[src/rtl/cpu_pkg.sv]
// Shared pipeline types for the forwarding/hazard unit: mux select codes and
// shadow-register entry layouts tracked alongside ID/EX, EX/MEM and MEM/WB.
package cpu_pkg;
   // Register indices are held at this width internally. Narrower REG_AW values are zero-extended.
   localparam int REG_IDX_W = 8;

   localparam logic [1:0] FWD_REG   = 2'b00;
   localparam logic [1:0] FWD_WB    = 2'b01;
   localparam logic [1:0] FWD_EXMEM = 2'b10;

   typedef logic [REG_IDX_W-1:0] reg_idx_t;

   typedef struct packed {
      logic     valid;
      reg_idx_t rs1;
      reg_idx_t rs2;
      logic     rs1_use;
      logic     rs2_use;
      reg_idx_t rd;
      logic     regwrite;
      logic     memread;
   } idex_t;

   typedef struct packed {
      logic     valid;
      reg_idx_t rd;
      logic     regwrite;
   } wb_ent_t;
endpackage

[src/rtl/fwd_sel.sv]
// Forwarding select for one ALU operand. The EX/MEM result wins over MEM/WB
// because it is the younger write. x0 is never a forwarding source.
module fwd_sel
   import cpu_pkg::*;
(
   input  logic       src_valid,
   input  logic       src_use,
   input  reg_idx_t   src_rs,
   input  wb_ent_t    exmem,
   input  wb_ent_t    memwb,
   output logic [1:0] sel
);
   logic hit_exmem;
   logic hit_memwb;

   assign hit_exmem = src_valid & src_use & exmem.valid & exmem.regwrite &
                      (exmem.rd != '0) & (exmem.rd == src_rs);
   assign hit_memwb = src_valid & src_use & memwb.valid & memwb.regwrite &
                      (memwb.rd != '0) & (memwb.rd == src_rs);

   always_comb begin
      sel = FWD_REG;
      if (hit_exmem)
         sel = FWD_EXMEM;
      else if (hit_memwb)
         sel = FWD_WB;
   end
endmodule

[src/rtl/fwd_hazard_ctrl.sv]
// Forwarding and load-use hazard controller for the five-stage pipeline.
// It shadows rd/regwrite through ID/EX, EX/MEM and MEM/WB and drives the operand-mux selects and the stall request.
module fwd_hazard_ctrl
   import cpu_pkg::*;
#(
   parameter int REG_AW = 5,
   parameter int CNT_W  = 16
) (
   input  logic              clk_i,
   input  logic              rst_i,
   input  logic              id_valid_i,
   input  logic [REG_AW-1:0] id_rs1_i,
   input  logic [REG_AW-1:0] id_rs2_i,
   input  logic              id_rs1_use_i,
   input  logic              id_rs2_use_i,
   input  logic [REG_AW-1:0] id_rd_i,
   input  logic              id_regwrite_i,
   input  logic              id_memread_i,
   input  logic              freeze_i,
   input  logic              flush_i,
   output logic [1:0]        fwd_a_o,
   output logic [1:0]        fwd_b_o,
   output logic              stall_o,
   output logic [CNT_W-1:0]  stall_cnt_o
);
   idex_t   id_ent;
   idex_t   idex;
   wb_ent_t exmem;
   wb_ent_t memwb;

   always_comb begin
      id_ent          = '0;
      id_ent.valid    = id_valid_i;
      id_ent.rs1      = reg_idx_t'(id_rs1_i);
      id_ent.rs2      = reg_idx_t'(id_rs2_i);
      id_ent.rs1_use  = id_rs1_use_i;
      id_ent.rs2_use  = id_rs2_use_i;
      id_ent.rd       = reg_idx_t'(id_rd_i);
      id_ent.regwrite = id_regwrite_i;
      id_ent.memread  = id_memread_i;
   end

   // A freeze suppresses the stall so that a held pipeline is not counted.
   assign stall_o = id_valid_i & idex.valid & idex.memread & (idex.rd != '0) &
                    ((id_rs1_use_i & (id_ent.rs1 == idex.rd)) |
                     (id_rs2_use_i & (id_ent.rs2 == idex.rd))) &
                    ~freeze_i;

   always_ff @(posedge clk_i or negedge rst_i) begin
      if (!rst_i) begin
         idex        <= '0;
         exmem       <= '0;
         memwb       <= '0;
         stall_cnt_o <= '0;
      end else if (!freeze_i) begin
         exmem.valid    <= idex.valid;
         exmem.rd       <= idex.rd;
         exmem.regwrite <= idex.regwrite;
         memwb          <= exmem;
         // A flush or a stall inserts a bubble. A flush wins, so the stall is not counted.
         if (flush_i || stall_o)
            idex <= '0;
         else
            idex <= id_ent;
         if (stall_o && !flush_i && !(&stall_cnt_o))
            stall_cnt_o <= stall_cnt_o + CNT_W'(1);
      end
   end

   fwd_sel u_fwd_a (
      .src_valid (idex.valid),
      .src_use   (idex.rs1_use),
      .src_rs    (idex.rs1),
      .exmem     (exmem),
      .memwb     (memwb),
      .sel       (fwd_a_o)
   );

   fwd_sel u_fwd_b (
      .src_valid (idex.valid),
      .src_use   (idex.rs2_use),
      .src_rs    (idex.rs2),
      .exmem     (exmem),
      .memwb     (memwb),
      .sel       (fwd_b_o)
   );

   a_no_sel3: assert property (@(posedge clk_i) disable iff (!rst_i)
                               (fwd_a_o != 2'b11) && (fwd_b_o != 2'b11));
endmodule

[config.mk]
export PLATFORM = sky130hd
export DESIGN_NAME = fwd_hazard_ctrl
export DESIGN_NICKNAME = d
export VERILOG_FILES = /design/src/rtl/cpu_pkg.sv /design/src/rtl/fwd_sel.sv /design/src/rtl/fwd_hazard_ctrl.sv
export SDC_FILE = /design/constraint.sdc
export NUM_CORES = 1
export LEC_CHECK = 0
export CORE_MARGIN = 5
export CORE_UTILIZATION = 50
export DETAILED_ROUTE_END_ITERATION = 8
export DONT_BUFFER_PORTS = 1
export PLACE_DENSITY_LB_ADDON = 0.05
export SYNTH_ARGS = -nofsm -noshare
export SYNTH_HDL_FRONTEND = slang
export SYNTH_SLANG_ARGS = --single-unit
[constraint.sdc]
create_clock -name clk_i -period 2 [get_ports clk_i]
set_input_delay 0.5 -clock clk_i [delete_from_list [all_inputs] [get_ports clk_i]]
set_output_delay 0.5 -clock clk_i [all_outputs]
set_load 0.05 [all_outputs]
* After elaboration in Yosys (flattened, before gate mapping)
Index checks and enable logic that the tools add are counted.
** Cells by class
- Bitwise gates (word level) :: 27
- $add $sub $neg :: 1
- Multiply operators :: 0
- Reduce and logical (&&, ||, !) cells :: 10
- Order comparisons :: 0
- Div/mod/pow operators :: 0
- Shift-type cells :: 0
- Mux-type cells :: 5
- Equal/unequal tests :: 6
** Operators with widths (count)
- $eq A8 B8 Y1 :: 4
- $mux W29 :: 1
- $and A1 B1 Y1 :: 25
- $reduce_bool A8 Y1 :: 3
- $add A16 B1 Y16 const B :: 1
- $eq A5 B8 Y1 :: 2
- $reduce_and A16 Y1 :: 1
- $mux W2 :: 2
- $logic_and A1 B1 Y1 :: 2
- $logic_not A1 Y1 :: 2
- $mux W1 :: 2
- $reduce_and A2 Y1 :: 1
- $logic_or A1 B1 Y1 :: 1
- $not A1 Y1 :: 1
- $or A1 B1 Y1 :: 1
** Word-level totals
- Flip-flop bits (word level) :: 65
- Memory bits (read-only) :: 0
- Input bits :: 24
- RAM bits :: 0
- Word-level logic and storage cells :: 64
- Latch bits :: 0
- Memories :: 0
- Output and inout bits :: 21

* Depth between registers and ports, before layout
Gate-level depths: netlist of run 1.
- Depth after elaboration :: 8
- Depth in mapped cells :: 6
- Gate-level depth less buffers :: 6

* Cells and area by module
From an unflattened synthesis of run 1, not the netlist that was laid out.
** Second synthesis, totals
- Cells, all modules :: 255
- Area total of the unflattened synthesis :: 2876.5 µm²
** By module, submodules not included
- fwd_hazard_ctrl :: area each 2361.0 µm², seq. area each 1251.2 µm², instances 1, cells each 193
- fwd_sel :: area each 257.7 µm², seq. area each 0.0 µm², instances 2, cells each 31

* Worst setup path before layout of run 1
OpenSTA, ideal clock, no wires.
- Path type :: flip-flop to output port
- Start point :: register, netlist name exmem[1]
- End point :: output port fwd_b_o[0]
- Path buffers :: 0
- Required time :: 1.500 ns
- Cell stages (with the launch flop) :: 5
- Path slack :: -0.832 ns
- Arrival time :: 2.332 ns
- Cells stage by stage :: dfrtp_1 > or4_1 > o2111ai_1 > nor3_1 > nor3_1
** On the way
- Cells in the longest elaborated chain, start to end :: 4
- Elaborated cells between the ends (all ways) :: 5
- Those cells by class :: eq/ne (1); mux (1); bitwise (2); reduce/logical (1)
** Ends and longest elaborated chain
- $reduce_bool A8 Y1 :: RTL line fwd_sel.sv:17 : (exmem.rd != '0) & (exmem.rd == src_rs);
- $and A1 B1 Y1 :: RTL line fwd_sel.sv:16 : assign hit_exmem = src_valid & src_use & exmem.valid & exmem.regwrite &
- $and A1 B1 Y1 (*) :: RTL line fwd_sel.sv:17
- net u_fwd_b.hit_exmem :: RTL line fwd_sel.sv:13 : logic hit_exmem;
- $mux W2 (*) :: RTL line fwd_sel.sv:23 : if (hit_exmem)
- end, declared :: RTL line fwd_hazard_ctrl.sv:22 : output logic [1:0] fwd_b_o,
Mark *: on every way through the listed nets, which the timed path passes. The rest lies on a longest branch.

* Worst setup path in the final report of run 1
- Start point :: register, netlist name exmem[1]
- End point :: output port fwd_b_o[0]
** On the way
- Cells in the longest elaborated chain, start to end :: 4
- Elaborated cells between the ends (all ways) :: 5
- Those cells by class :: eq/ne (1); mux (1); bitwise (2); reduce/logical (1)
** Ends and longest elaborated chain (RTL line)
- $reduce_bool A8 Y1 :: fwd_sel.sv:17
- $and A1 B1 Y1 :: fwd_sel.sv:16
- $and A1 B1 Y1 (*) :: fwd_sel.sv:17
- $mux W2 (*) :: fwd_sel.sv:23
Every way passes the cells marked *; elsewhere a longest branch is shown, timed or not.

==> reports/metrics.yaml, run 1 <==
outcome: "finished with violations"
violations: "negative setup slack"
period_share_pct: 119.9
ys_warn_count: 0
postRouteAntennaNets: 0
worstSetupEndpointType: "output pin"
synth_nets: 250
grt_pass1_vias: 1903
path_buf_inv: 1
p_leak_nw: 1.367
p_sw_share_pct: 25.95
syn2layout_area_growth_pct: 20.83
peakVddDrop_uv: 427.6
finalSetupViolations: 5
clock_sinks: 50
cts_inserted_buffers: 5
h-tree-depth: 2
path_cells: "or4_4 -> o2111ai_4 -> nor3_2 -> nor3_4 -> buf_12"
synth_cell_types: 36
diodes: 0
p_switching_mw: 0.5385
slowest_stage: "or4_4"
hpwl_um: 4546
slowest_delay_ps: 550
clk_pin_slew_ps: 90
rsz0062_at_grt: "true"
layout.nets: 283
dieArea_mm2: 0.006771
final_cell_mix: "dfrtp_1 (41), buf_4 (32), xnor2_1 (31)"
die_h_um: 82.29
dr.pass1.iters: 4
synth-seq-area-share_pct: 47.89
drc: 0
p_per_area_mw_per_mm2: 657.4
clock_latency_ps: 300
worstReg2RegStart: "idex[3]"
wl_per_cell_um: 18.63
layout_commonest_cell: "dfrtp_1"
p_int_mw: 1.537
mappedNetlistArea_mm2: 0.002613
grt_use_total_pct: 19.24
fin_worst_skew_ps: 8.924
min_path_type: "in -> async"
io_buffers: 0
io_pins: 45
fin_cells: 329
cts_tree: "done"
antenna_found_initial: 0
hold_violations: 0
required_ps: 1500
initial_core_util_pct: 51.15
rows: 26
drive_gt1_share_pct: 32.82
synthTopCellsByArea: "dfrtp_1 (48%), xnor2_1 (11%), mux2_2 (6.0%)"
core-area_mm2: 0.005107
routed_wl_um: 6129
slew_headroom_pct: 53.14
cp_data_arrival_time_ps: 1900
fillers: 409
ys_ff_latch: 50
seqPwrFrac_pct: 56.0
num_vias: 1890
synth_top_area_share_pct: 47.89
gr-total-overflow: 0
drv_cap: 0
vias_per_cell: 5.745
syn_inst: 225
gp_congestion: 0.8615
pre_cts_slack_ps: -78.17
tns_ps: -1498
final.setup.worst_slack_ps: -397.7
reg2regPathDepth: 7
detail_route.iter0.violations: 101
tightest_slew_ps: 696.5
fmax_mhz: 417.1
cts.path.max_buffers: 2
p_clk_share_pct: 29.1
critPathLaunch: "exmem[1]"
die_w_um: 82.29
fin_crit_ps: 2398
drv_slew: 0
crit_fanout: 2
critical-path-top-delay-family: "simple AND/OR/NAND/NOR gates"
start_kind: "flip-flop"
critPathKind: "reg -> out"
synth.avg_cell_area_um2: 11.61
cts-root-buf: "clkbuf_8"
synth_top_area_cell: "dfrtp_1"
grt_max_degree: 51
p_comb_share_pct: 14.9
dp.cells: 316
grt_pass1_wl_um: 9867
worst-path-stages: 5
-- synthesized netlist by cell type --
cell	number
a21o_1	1
a21oi_1	2
a22o_1	13
a31oi_1	1
a32o_1	7
and3_1	1
and3b_4	1
and4_1	1
and4b_1	1
and4bb_2	1
buf_2	2
buf_4	2
clkbuf_1	6
dfrtp_1	50
ha_1	1
inv_1	1
mux2_2	14
mux2_4	1
nand2_1	10
nand3_1	8
nand4_1	12
nand4_4	1
nand4b_1	2
nor2_1	5
nor2_4	1
nor2b_1	13
nor3_1	7
nor3b_1	2
nor4_1	3
nor4_4	1
nor4b_1	4
o2111ai_1	2
o22ai_2	1
or4_1	2
xnor2_1	32
xor2_1	13
-- routing by layer --
layer / track usage (%) / up-vias / part of all wire [%]
li1: - / 893 / -
met1: 27.17 / 947 / 47
met2: 29.01 / 48 / 47
met3: 5.965 / 2 / 6.7
met4: 4.153 / 0 / 0.31
met5: 0 / - / 0
-- layout make-up --
class	instances	area (um^2)	share of cell area, %
multi-input combinational	164	1389	44.00
sequential	50	1262	39.99
timing repair buffer	36	319.1	10.11
tap	70	87.58	2.774
clock buffer	7	86.33	2.735
inverter	1	7.507	0.2378
clock inverter	1	5.005	0.1585
-- cell families after synthesis --
kind of cell	after synthesis	share of synthesized area, %
AOI/OAI and AO/OA	27	9.100
xor gates and xnor gates	45	15.09
and+or+nand+nor	76	18.87
DFF	50	47.89
buffers and inverters	11	1.963
muxes	15	6.609
adders and majority gates	1	0.4789
-- sequential cells by signal (all words and copies together) (netlist names) --
name and cells:
exmem 7, idex 20, memwb 7, stall_cnt_o 16
-- power by group through the flow --
stage	Sequential [mW]	Clock, mW	Combinational, mW
after floorplan	1.16	0	0.214
after global placement	1.17	0	0.259
after detailed placement	1.18	0	0.267
after CTS	1.16	0.623	0.308
after global routing	1.17	0.660	0.338
final	1.16	0.604	0.309
-- through the flow --
step	hold WS, ps	cell area, um^2	power, mW	utilization, %
floorplan	204.4	2661	1.375	-
global placement	205.8	2959	1.434	57.94
detailed placement	205.9	2959	1.444	57.94
CTS	46.20	3127	2.092	61.22
global route	45.13	3157	2.169	61.81
finish	40.59	3157	2.075	61.81
-- repair_timing --
action	in CTS	in global routing
endpoints found under the setup margin	18	5
gates cloned	0	0
hold buffers	1	0
hold endpoints to repair	50	0
resized for setup	9	3
pin swaps	7	1
buffers inserted	2	2
-- final timing paths --
check                                  to  slack, ps
min reg2reg                       idex[1]        500
min in group clk_i                idex[3]        340
max in group asynchronous         idex[4]       1720
min                              idex[20]         40
max                            fwd_b_o[0]       -400
max reg2reg                stall_cnt_o[1]        100
-- worst register-to-register path: stages, from the launching register on --
cell     delay [ps]
dfrtp_2         470
xnor2_2         140
nand4_1         120
o22ai_2         250
buf_4           150
buf_6           150
and3b_4         220
mux2_4          300
Power figures use the tool's default switching activity.
==> run 2, diff against run 1 <==
- CORE_UTILIZATION: 50 -> 40
==> run 2 against run 1 <==
Compared with the run above:
- hold slack worse by 4.0 ps
- first-iteration DRC count down 0.99%
- global-route usage down 3.5 points
- die area up 22%
- critical path type unchanged
- the flow still finishes with violations (negative setup slack)
==> reports/metrics.yaml, run 2 (synthesis gave the netlist of run 1 again) <==
final.setup.worst_slack_ps: -440.8  # was -397.7 ps
layout.nets: 284  # was 283
vias_per_cell: 5.537  # was 5.745
multi_input_area_mm2: 0.001395  # was 0.001389 mm^2
drv_cap: 0  # unchanged
gp_congestion: 0.8194  # was 0.8615
min_path_type: "in -> async"  # unchanged
final_cell_mix: "dfrtp_1 (42), buf_4 (32), xnor2_1 (30)"  # was dfrtp_1 (41), buf_4 (32), xnor2_1 (31)
dieArea_mm2: 0.008247  # was 0.006771 mm^2
dr.pass1.iters: 4  # unchanged
io_buffers: 0  # unchanged
drive_gt1_share_pct: 33.08  # was 32.82%
reg_top3: "idex: 20 flops, stall_cnt_o: 16 flops"  # unchanged
fin_worst_skew_ps: 9.263  # was 8.924 ps
fin_crit_ps: 2441  # was 2398 ps
slowest_delay_ps: 550  # about the same
violations: "negative setup slack"  # unchanged
largest_register_ffs: 20  # unchanged
peakVddDrop_uv: 336.0  # was 427.6 uV
layout_commonest_cell: "dfrtp_1"  # unchanged
cts-root-buf: "clkbuf_8"  # unchanged
cts.path.max_buffers: 2  # unchanged
io_pins: 45  # unchanged
hold_violations: 0  # unchanged
h-tree-depth: 2  # unchanged
drv_slew: 0  # unchanged
regMostFlops: "idex"  # unchanged
p_per_area_mw_per_mm2: 654.5  # was 657.4 mW/mm^2
slew_headroom_pct: 54.19  # was 53.14%
p_clk_share_pct: 29.1  # about the same
core-area_mm2: 0.006350  # was 0.005107 mm^2
finalSetupViolations: 5  # unchanged
required_ps: 1500  # about the same
die_h_um: 90.82  # was 82.29 um
rows: 29  # was 26
clock_sinks: 50  # unchanged
outcome: "finished with violations"  # unchanged
seqPwrFrac_pct: 55.7  # was 56.0%
detail_route.iter0.violations: 100  # was 101
num_vias: 1866  # was 1,890
grt_pass1_wl_um: 10470  # was 9867 um
hpwl_um: 4700  # was 4546 um
grt_pass1_vias: 1922  # was 1,903
initial_core_util_pct: 41.14  # was 51.15%
p_leak_nw: 1.390  # was 1.367 nW
antenna_found_initial: 0  # unchanged
cts_tree: "done"  # unchanged
critPathKind: "reg -> out"  # unchanged
p_switching_mw: 0.5458  # was 0.5385 mW
worstReg2RegStart: "idex[2]"  # was idex[3]
clock_latency_ps: 300  # about the same
crit_fanout: 2  # unchanged
gr-total-overflow: 0  # unchanged
grt_max_degree: 51  # unchanged
path_buf_inv: 1  # unchanged
worstSetupEndpointType: "output pin"  # unchanged
tightest_slew_ps: 680.8  # was 696.5 ps
power.total_mw: 2.085  # was 2.075 mW
critPathLaunch: "exmem[1]"  # unchanged
die_w_um: 90.82  # was 82.29 um
postRouteAntennaNets: 0  # unchanged
cp_data_arrival_time_ps: 1940  # was 1900 ps
wl_per_cell_um: 18.70  # was 18.63 um
p_sw_share_pct: 26.18  # was 25.95%
path_cells: "or4_4 -> o2111ai_4 -> nor3_2 -> nor3_4 -> buf_12"  # unchanged
routed_wl_um: 6301  # was 6129 um
p_int_mw: 1.539  # was 1.537 mW
cts_inserted_buffers: 5  # unchanged
critical-path-top-delay-family: "simple AND/OR/NAND/NOR gates"  # unchanged
syn2layout_area_growth_pct: 21.94  # was 20.83%
diodes: 0  # unchanged
whs_ps: 36.55  # was 40.59 ps
fmax_mhz: 409.7  # was 417.1 MHz
clk_pin_slew_ps: 100  # was 90 ps
fillers: 584  # was 409
grt_use_total_pct: 15.70  # was 19.24%
drc: 0  # unchanged
period_share_pct: 122.0  # was 119.9%
ff_latch_area_mm2: 0.001261  # was 0.001262 mm^2
p_comb_share_pct: 15.2  # was 14.9%
rsz0062_at_grt: "true"  # unchanged
slowest_stage: "or4_4"  # unchanged
start_kind: "flip-flop"  # unchanged
run 2: through the flow:
stage	utilization [%]	cell area [um^2]	instances	TNS, ps	setup WS (ps)
2_1_floorplan	-	2661	225	-329.0	-164.5
3_3_place_gp	46.98	2983	325	-167.2	-84.76
3_5_place_dp	46.98	2983	325	-211.6	-114.3
4_1_cts	49.69	3156	335	-1536	-441.8
5_1_grt	50.17	3186	337	-2017	-524.2
6_report	50.17	3186	337	-1605	-440.8
run 2: repair_timing:
| action | CTS | global route |
|---|---|---|
| hold buffers | 1 | 0 |
| pin swaps | 11 | 4 |
| setup buffers | 1 | 2 |
| gates resized for setup | 10 | 3 |
| gates cloned | 0 | 0 |
| endpoints found under the hold margin | 50 | 0 |
| endpoints found under the setup margin | 5 | 5 |
run 2: area by class of cell:
type                    instances  share of cell area [%]
clock buffers                   6                   2.592
clock inverters                 2                  0.3928
inverters                       1                  0.2357
multi-input cells             164                   43.79
flip-flops and latches         50                   39.59
well taps                      77                   3.024
repair buffers                 37                   10.37
run 2: power by group through the flow:
stage	clock, mW	sequential (mW)	combinational [mW]
final	0.607	1.16	0.316
after global routing	0.676	1.17	0.348
after CTS	0.633	1.16	0.315
after detailed placement	0	1.18	0.273
after global placement	0	1.17	0.270
after floorplan	0	1.16	0.214
run 2: final timing paths:
check | endpoint | slack (ps) | depth (start not counted)
worst max-delay path | fwd_b_o[0] | -440 | 5
worst max register to register | stall_cnt_o[14] | 150 | 6
worst min-delay path | idex[20] | 40 | 1
max in group asynchronous | stall_cnt_o[1] | 1700 | 1
min in group clk_i | idex[4] | 330 | 1
worst min register to register | idex[1] | 500 | 1
run 2: per-layer routing:
layer  up-vias  track usage [%]  part of all wire (%)
met2        41            23.37                    45
li1        892                -                     -
met1       929            23.36                    49
met4         0            2.567                  0.49
met3         4            4.000                   5.7
met5         -                0                     0
==> run 3, diff against run 2 <==
- CTS_BUF_LIST: default -> sky130_fd_sc_hd__clkbuf_8
- PLACE_DENSITY: default -> 0.55
- PLACE_DENSITY_LB_ADDON: 0.05 -> default
==> run 3 against run 2 <==
Compared with the run above:
- non-clock buffer count rose by 6
- the flow still finishes with violations (negative setup slack)
- wire length fell by 1.6%
- largest cell class unchanged
- final cell count rose by 1.8%
==> reports/metrics.yaml, run 3 (synthesis gave the netlist of run 1 again) <==
outcome: "finished with violations"  # unchanged
violations: "negative setup slack"  # unchanged
fin_worst_skew_ps: 12.52  # was 9.263 ps
postRouteAntennaNets: 0  # unchanged
syn2layout_area_growth_pct: 24.57  # was 21.94%
vias_per_cell: 5.534  # was 5.537
layout.nets: 290  # was 284
critPathKind: "reg -> out"  # unchanged
final.setup.worst_slack_ps: -389.6  # was -440.8 ps
path_cells: "or4_4 -> o2111ai_4 -> nor3_2 -> nor3_4 -> buf_12"  # unchanged
tightest_slew_ps: 444.6  # was 680.8 ps
dr.pass1.iters: 4  # unchanged
worst-path-stages: 5  # unchanged
fillers: 543  # was 584
drv_cap: 0  # unchanged
num_vias: 1898  # was 1,866
drv_slew: 0  # unchanged
cts.path.max_buffers: 2  # unchanged
drc: 0  # unchanged
grt_pass1_wl_um: 10120  # was 10,470 um
dieArea_mm2: 0.008247  # unchanged
pre_cts_slack_ps: -83.98  # was -114.3 ps
worstSetupEndpointType: "output pin"  # unchanged
antenna_found_initial: 0  # unchanged
gp_congestion: 0.8172  # was 0.8194
peakVddDrop_uv: 469.2  # was 336.0 uV
initial_core_util_pct: 41.14  # unchanged
core-area_mm2: 0.006350  # unchanged
min_path_type: "in -> async"  # unchanged
reg2regPathDepth: 8  # was 6
slowest_stage: "or4_4"  # unchanged
grt_pass1_vias: 1863  # was 1,922
diodes: 0  # unchanged
cts_tree: "done"  # unchanged
clock_sinks: 50  # unchanged
rsz0062_at_grt: "true"  # unchanged
finalSetupViolations: 5  # unchanged
regMostFlops: "idex"  # unchanged
p_leak_nw: 1.423  # was 1.390 nW
fin_crit_ps: 2390  # was 2441 ps
slew_headroom_pct: 70.25  # was 54.19%
final_cell_mix: "dfrtp_1 (39), buf_4 (38), xnor2_1 (28)"  # was dfrtp_1 (42), buf_4 (32), xnor2_1 (30)
drive_gt1_share_pct: 36.47  # was 33.08%
die_h_um: 90.82  # unchanged
largest_register_ffs: 20  # unchanged
layout_commonest_cell: "dfrtp_1"  # unchanged
cts_inserted_buffers: 5  # unchanged
p_per_area_mw_per_mm2: 642.8  # was 654.5 mW/mm^2
routed_wl_um: 6199  # was 6301 um
cp_data_arrival_time_ps: 1890  # was 1940 ps
die_w_um: 90.82  # unchanged
reg_top3: "idex: 20 flops, stall_cnt_o: 16 flops"  # unchanged
io_pins: 45  # unchanged
required_ps: 1500  # about the same
start_kind: "flip-flop"  # unchanged
critical-path-top-delay-family: "simple AND/OR/NAND/NOR gates"  # unchanged
path_buf_inv: 1  # unchanged
rows: 29  # unchanged
crit_fanout: 2  # unchanged
final_util_pct: 51.25  # was 50.17%
h-tree-depth: 2  # unchanged
slowest_delay_ps: 550  # about the same
wl_per_cell_um: 18.07  # was 18.70 um
hold_violations: 0  # unchanged
period_share_pct: 119.5  # was 122.0%
grt_use_total_pct: 15.30  # was 15.70%
clock_latency_ps: 300  # about the same
hpwl_um: 4491  # was 4700 um
gr-total-overflow: 0  # unchanged
clk_pin_slew_ps: 100  # about the same
detail_route.iter0.violations: 134  # was 100
grt_max_degree: 51  # unchanged
tns_ps: -1320  # was -1605 ps
io_buffers: 0  # unchanged
cts-root-buf: "clkbuf_8"  # unchanged
fmax_mhz: 418.5  # was 409.7 MHz
-- run 3: where the power goes --
| part | switching, mW | total [mW] | internal, mW |
|---|---|---|---|
| sequential | 0.0808 | 1.16 | 1.08 |
| combinational | 0.134 | 0.331 | 0.197 |
| clock | 0.326 | 0.601 | 0.275 |
-- run 3: worst paths after layout --
path	start	to	slack (ps)
worst max-delay path	exmem[1]	fwd_a_o[0]	-390
worst min-delay path	rst_i	idex[0]	50
worst max register to register	idex[2]	stall_cnt_o[1]	100
worst min register to register	idex[1]	idex[1]	500
max in group asynchronous	rst_i	idex[4]	1710
min in group clk_i	freeze_i	idex[2]	340
-- run 3: layout make-up --
type                    instances  area (um^2)  share of cell area, %
multi-input cells             164         1410                  43.33
repair buffers                 43        384.1                  11.80
well taps                      77        96.34                  2.960
clock inverters                 2        8.758                 0.2691
clock buffers                   6        82.58                  2.537
inverters                       1        7.507                 0.2307
flip-flops and latches         50         1265                  38.87
-- run 3: metrics by stage --
stage	cells	hold slack (ps)	area, um^2	power (mW)
3_5_place_dp	328	206.6	3018	1.453
2_1_floorplan	225	204.4	2661	1.375
5_1_grt	343	46.99	3254	2.197
6_report	343	50.89	3254	2.092
4_1_cts	342	51.10	3213	2.101
3_3_place_gp	328	206.3	3018	1.449
-- run 3: timing repair --
item / CTS / global route
hold endpoints to repair: 50 / 0
buffers inserted: 5 / 1
hold buffers: 1 / 0
gates resized for setup: 10 / 7
pin swaps: 8 / 1
setup endpoints to repair: 5 / 5
-- run 3: layer usage --
layer	vias up	part of all wire, %	track usage [%]
met1	924	51	22.71
met2	50	42	21.67
li1	917	-	-
met4	0	1.3	3.912
met3	7	5.5	4.500
met5	-	0	0
